==> src/rtl/rr_arbiter_4.sv <==
// Four-requester round-robin arbiter with a registered one-hot grant,
// owner-driven release, a hold watchdog and a one-cycle turnaround gap.
module rr_arbiter_4 #(
  parameter int unsigned MAX_HOLD = 16
) (
  input  logic       clk,
  input  logic       rst,
  input  logic       en,
  input  logic [3:0] req,
  input  logic       done,
  output logic [3:0] gnt,
  output logic [1:0] gnt_idx,
  output logic       gnt_valid,
  output logic       timeout
);

  localparam int unsigned N_REQ = 4;
  localparam int unsigned IDX_W = 2;
  localparam int unsigned CNT_W = 8;
  localparam logic [CNT_W-1:0] HOLD_LAST = CNT_W'(MAX_HOLD - 1);
  localparam logic             WD_EN     = (MAX_HOLD != 0);

  typedef enum logic [1:0] {
    IDLE = 2'd0,
    BUSY = 2'd1,
    GAP  = 2'd2
  } state_t;

  state_t           state;
  logic [IDX_W-1:0] ptr;
  logic [CNT_W-1:0] hold_cnt;

  logic [IDX_W-1:0] cand;
  logic [IDX_W-1:0] win_idx;
  logic             win_valid;
  logic             rel_normal;
  logic             wd_hit;
  logic             release_now;

  // Rotating priority scan; descending offsets so the lowest offset from ptr wins.
  always_comb begin
    cand      = ptr;
    win_idx   = ptr;
    win_valid = 1'b0;
    for (int k = N_REQ - 1; k >= 0; k--) begin
      cand = ptr + IDX_W'(k);
      if (req[cand]) begin
        win_valid = 1'b1;
        win_idx   = cand;
      end
    end
  end

  // A voluntary release masks a simultaneous watchdog expiry.
  always_comb begin
    rel_normal  = done | ~req[gnt_idx];
    wd_hit      = WD_EN && (hold_cnt == HOLD_LAST);
    release_now = rel_normal | wd_hit;
  end

  always_ff @(posedge clk) begin
    if (rst) begin
      state     <= IDLE;
      gnt       <= 4'b0000;
      gnt_idx   <= 2'b00;
      gnt_valid <= 1'b0;
      timeout   <= 1'b0;
      ptr       <= 2'b00;
      hold_cnt  <= '0;
    end else begin
      timeout <= 1'b0;
      case (state)
        IDLE, GAP: begin
          if (en && win_valid) begin
            state     <= BUSY;
            gnt       <= 4'b0001 << win_idx;
            gnt_idx   <= win_idx;
            gnt_valid <= 1'b1;
            hold_cnt  <= '0;
          end else begin
            state <= IDLE;
          end
        end
        BUSY: begin
          if (release_now) begin
            state     <= GAP;
            gnt       <= 4'b0000;
            gnt_valid <= 1'b0;
            ptr       <= gnt_idx + 2'd1;
            timeout   <= wd_hit & ~rel_normal;
          end else if (hold_cnt != '1) begin
            hold_cnt <= hold_cnt + CNT_W'(1);
          end
        end
        default: state <= IDLE;
      endcase
    end
  end

endmodule
==> config.mk <==
export PLATFORM = sky130hd
export DESIGN_NAME = rr_arbiter_4
export DESIGN_NICKNAME = d
export VERILOG_FILES = /design/src/rtl/rr_arbiter_4.sv
export SDC_FILE = /design/constraint.sdc
export NUM_CORES = 1
export LEC_CHECK = 0
export BUFFER_PORTS_ARGS = -buffer_cell sky130_fd_sc_hd__buf_2
export CAP_MARGIN = 20
export CORE_ASPECT_RATIO = 1.1
export CORE_MARGIN = 2
export CORE_UTILIZATION = 40
export DETAILED_ROUTE_END_ITERATION = 12
export PLACE_DENSITY_LB_ADDON = 0.08
export SYNTH_ARGS = -nofsm -noshare
export SYNTH_HDL_FRONTEND = slang
export SYNTH_SLANG_ARGS = --single-unit
==> constraint.sdc <==
create_clock -name clk -period 3.1 [get_ports clk]
set_clock_uncertainty 0.1 [all_clocks]
set_input_delay 0.62 -clock clk [delete_from_list [all_inputs] [get_ports clk]]
set_output_delay 0.62 -clock clk [all_outputs]
set_load 0.02 [all_outputs]
Yosys cells after proc, flatten, opt, wreduce, memory -nomap -nowiden --
Cells that the tools add are included.
Operators by class: equality and inequality tests 8, $lt $le $gt $ge 5, reductions and logical operators 9, shift operators 1, bitwise operators 7, $add $sub $neg 5, muxes and demuxes 31
Operators by type and width (number):
- $mux 8 | 3
- $pmux 8 s2 | 1
- $lt 2x3->1 const B | 5
- $mux 1 | 12
- $bmux 1 s2 | 5
- $mux 2 | 5
- $add 8x1->8 const B | 1
- $eq 8x4->1 const B | 1
- $mux 4 | 2
- $ne 2x2->1 const B | 4
- $ne 8x8->1 const B | 1
- $pmux 4 s2 | 1
- $add 2x1->2 const B | 2
- $add 2x2->2 const B | 2
- $not 1->1 | 4
- $pmux 2 s2 | 1
- $reduce_and 2->1 | 2
- $reduce_and 4->1 | 1
- $shl 1x2->4 const A | 1
- $reduce_and 3->1 | 1
- $reduce_or 3->1 | 1
- $eq 2x1->1 const B | 1
- $eq 2x2->1 const B | 1
- $logic_not 2->1 | 1
- 6 further kinds | 7
Storage, ports and cells: output and inout bits 8, logic and storage cells 73, input port bits 8, bits in registers 20

Logic depth before layout (Yosys ltp) --
depth in word-level cells 10, depth in mapped cells 7, gate-level depth less buffers 6

Least setup slack after synthesis --
Ideal clock, no wire load.
path kind input-to-reg, start point input port done, end point register hold_cnt[6], data arrival time 1.961 ns, path buffers 1, cell stages on the path 6, path slack 0.968 ns, data required time 2.929 ns, setup time 0.071 ns, cells stage by stage or4b_4 o32ai_4 o221ai_2 buf_6 or3_1 a21oi_1
On the way: cells in the longest elaborated chain, start to end 4
RTL lines:
- from (decl) | RTL line 10 | input logic done,
- $or 1x1->1 | RTL line 56 | rel_normal = done | ~req[gnt_idx];
- $or 1x1->1 | RTL line 58 | release_now = rel_normal | wd_hit;
- $ne 2x2->1 (no line)
- $reduce_and 4->1 (no line)
- to (signal assigned) | RTL line 92 | hold_cnt <= hold_cnt + CNT_W'(1);
- to (decl) | RTL line 31 | logic [CNT_W-1:0] hold_cnt;
No other way between the ends. A chain may end at the register's enable or synchronous reset.

Worst setup path after layout --
start point register gnt_idx[1], end point register hold_cnt[5]
On the way: cells in the longest elaborated chain, start to end 7
RTL lines:
- from (decl) | RTL line 12 | output logic [1:0] gnt_idx,
- from (signal assigned) | RTL line 77 | gnt_idx <= win_idx;
- $bmux 1 s2 | RTL line 56
- $mux 1 (not written as such) | RTL line 56
- $not 1->1 | RTL line 56
- $or 1x1->1 | RTL line 56
- $or 1x1->1 | RTL line 58
- $ne 2x2->1 (no line)
- $reduce_and 4->1 (no line)
No other way between the ends. The select of a mux whose other input is x is not followed.

==> flow_summary.ini <==
[run_status]
run_status = completed

[route]
detail-route-antenna-nets = 0
drt_wl_total_um = 2130
dr_total_vias = 907
firstDrtPassIters = 4
drc = 0
wl_per_cell_um = 12.8
drtIter0Drc = 13
viasPerCell = 5.46

[global_route]
grt_overflow = 0
grt_max_degree = 17
grt_use_met1_pct = 20.0
gr-usage-met2_pct = 26.9
top_usage_layer = met2
grt_pass1_wl_um = 3640
antenna_found_initial = 0
first_global_vias = 830
gr-usage-met3_pct = 3.14
track_usage_pct = 16.1

[sta]
timing.final.hold_violations = 0
max_freq_mhz = 475
rsz0062_at_grt = no
finalCritPeriodShare_pct = 67.9
setup_slack_ps = 995
fin_setup_tns_ps = 0
tightest_slew_ps = 783
setup_viol = 0
finalMaxSlewViolations = 0
max_slew_margin_pct = 47.8
timing.final.crit_period_ps = 2110

[worst_setup_path]
path_class = flip-flop to flip-flop
reg2regPathDepth = 5
end_kind = flip-flop
cp-start-kind = flip-flop
cp_slowest_cell = or4b_4
crit_arrival_ps = 2230
crit_required_ps = 3230
worstPathCellList = or4b_4 > o32ai_4 > o221ai_2 > or3_1 > a21oi_1
critPathMaxStageDelay_ps = 560
cp_max_fo = 13
r2r_slack_ps = 990
r2r_end = hold_cnt[5]
r2r_start = gnt_idx[1]

[placement]
place_worst_setup_slack_ps = 711
portBuffers = 15
dp_hpwl_um = 1570
gp_congestion = 0.730

[clock_network]
cts_hold_buf = 0
clk-insertion-delay-late_ps = 290
postCtsSetupRepairBufs = 0
cts_tree = done
cts_sinks = 20
cts_buffers = 3
cts_resized = 0
clkTransAtPathRegs_ps = 110
clockBufferDepth = 2
htreeDepth = 1
clock-root-buffer = clkbuf_4

[final_layout]
syn_to_final_growth_pct = 12.5
final_nets = 145
diodes = 0
fillCellCount = 266
drive_above_1_share_pct = 17.8

[floorplan]
die_h_um = 57.0
ios = 16
die_w_um = 52.2
num_rows = 19
fp.coreArea_um2 = 2470
start_util_pct = 41.3
die-area_um2 = 2980

[synthesis]
synth.avg_cell_area_um2 = 8.52
synth_async_sr_flop_share_pct = 0
synth.top_cells.by_area = dfxtp_1 39%, a21oi_1 6.9%, nand3_1 3.4%
synth_edf_count = 0
synth_top_flop_cell = dfxtp_1
syn_area_um2 = 1020
yosysTopAreaCell = dfxtp_1
ys_ff_latch = 20
syn_inst = 120
ys_types = 35
seq_area_frac_synth_pct = 39.2
ys_warn_count = 0
synth.most_common_cell = dfxtp_1
ys_top_cells_by_count = 20 x dfxtp_1, 14 x a21oi_1, 9 x nor2_1
synth.top_cell.area_share_pct = 39.2
syn_nets = 129

[power_and_ir_drop]
p_leak_nw = 0.425
p_per_area_nw_per_um2 = 440
ir_drop_uv = 273

[job]
max-cap-violations = 0

[hold_path]
hold_class = flip-flop to flip-flop
whs_path_depth = 2
timing.hold.worst.start = gnt_valid
min_to = gnt_valid
==> cells in the final DEF, fill, tap and decap left out, drive strengths merged, types with 3 or more instances in the layout <==
master | synthesis | final
nand2b | 3 | 3
clkbuf | 3 | 4
nand2 | 7 | 7
dfxtp | 20 | 20
nor2 | 9 | 9
nand3 | 7 | 7
o21ai | 6 | 6
a21oi | 14 | 14
nor3b | 3 | 3
inv | 8 | 8
nand3b | 4 | 4
or3 | 5 | 5
o22ai | 5 | 5
buf | 1 | 15
==> power by group <==
| group | leakage [nW] | switching [mW] | internal (mW) |
|---|---|---|---|
| sequential | 0.163 | 0.00917 | 0.267 |
| combinational | 0.242 | 0.0494 | 0.0325 |
| clock | 0.0210 | 0.0763 | 0.0714 |
| total | 0.425 | 0.135 | 0.371 |
==> worst max-delay path, delay by kind of cell (launching register included) <==
family	cells	cell delay, ps
simple gates	2	970
flops	1	390
compound gates	3	580
==> metal layers <==
layer	vias up	share of wire (%)
li1	467	-
met1	433	47
met2	5	50
met3	2	1.8
met4	0	1.1
met5	-	0
==> flip-flops by register name, indices dropped and copies added (netlist names) <==
signal     count
hold_cnt       8
gnt            4
gnt_idx        2
ptr            2
state          2
gnt_valid      1
timeout        1
==> cell families after synthesis <==
group           count (synthesis)  synth area share (%)
compound gates                 33                  22.2
xor+xnor                        3                  2.57
fa+ha+maj                       1                  1.22
buf+inv                        12                  5.14
flops                          20                  39.2
mux                             2                  1.96
simple gates                   49                  27.8
==> per-stage QoR <==
| step | hold WS [ps] | util, % | cell area, µm² | instances | total power, mW |
|---|---|---|---|---|---|
| final | 377 | 46.5 | 1150 | 166 | 0.506 |
| after global routing | 425 | 46.5 | 1150 | 166 | 0.535 |
| after CTS | 384 | 46.5 | 1150 | 166 | 0.514 |
| after detailed placement | 367 | 45.0 | 1110 | 162 | 0.364 |
| after global placement | 355 | 45.0 | 1110 | 162 | 0.362 |
| after floorplan | 367 | - | 1020 | 120 | 0.339 |
==> area by class of cell <==
| class | count | area, µm² | area share (%) |
|---|---|---|---|
| inverters | 8 | 30.0 | 2.61 |
| repair buffers | 15 | 75.1 | 6.53 |
| well taps | 31 | 38.8 | 3.37 |
| clock buffers | 4 | 36.3 | 3.16 |
| multi-input cells | 88 | 569 | 49.5 |
| flip-flops and latches | 20 | 400 | 34.8 |
==> how the worst max path moves through the flow <==
stage          startpoint           to  slack [ps]  depth (start not counted)
2_1_floorplan        done  hold_cnt[6]         970                          6
3_3_place_gp         done  hold_cnt[5]         790                          6
3_5_place_dp         done  hold_cnt[5]         710                          6
4_1_cts        gnt_idx[0]       ptr[1]         960                          5
5_1_grt        gnt_idx[0]       ptr[1]         800                          5
6_report       gnt_idx[1]  hold_cnt[5]         990                          5
(Power assumes the default switching activity.)
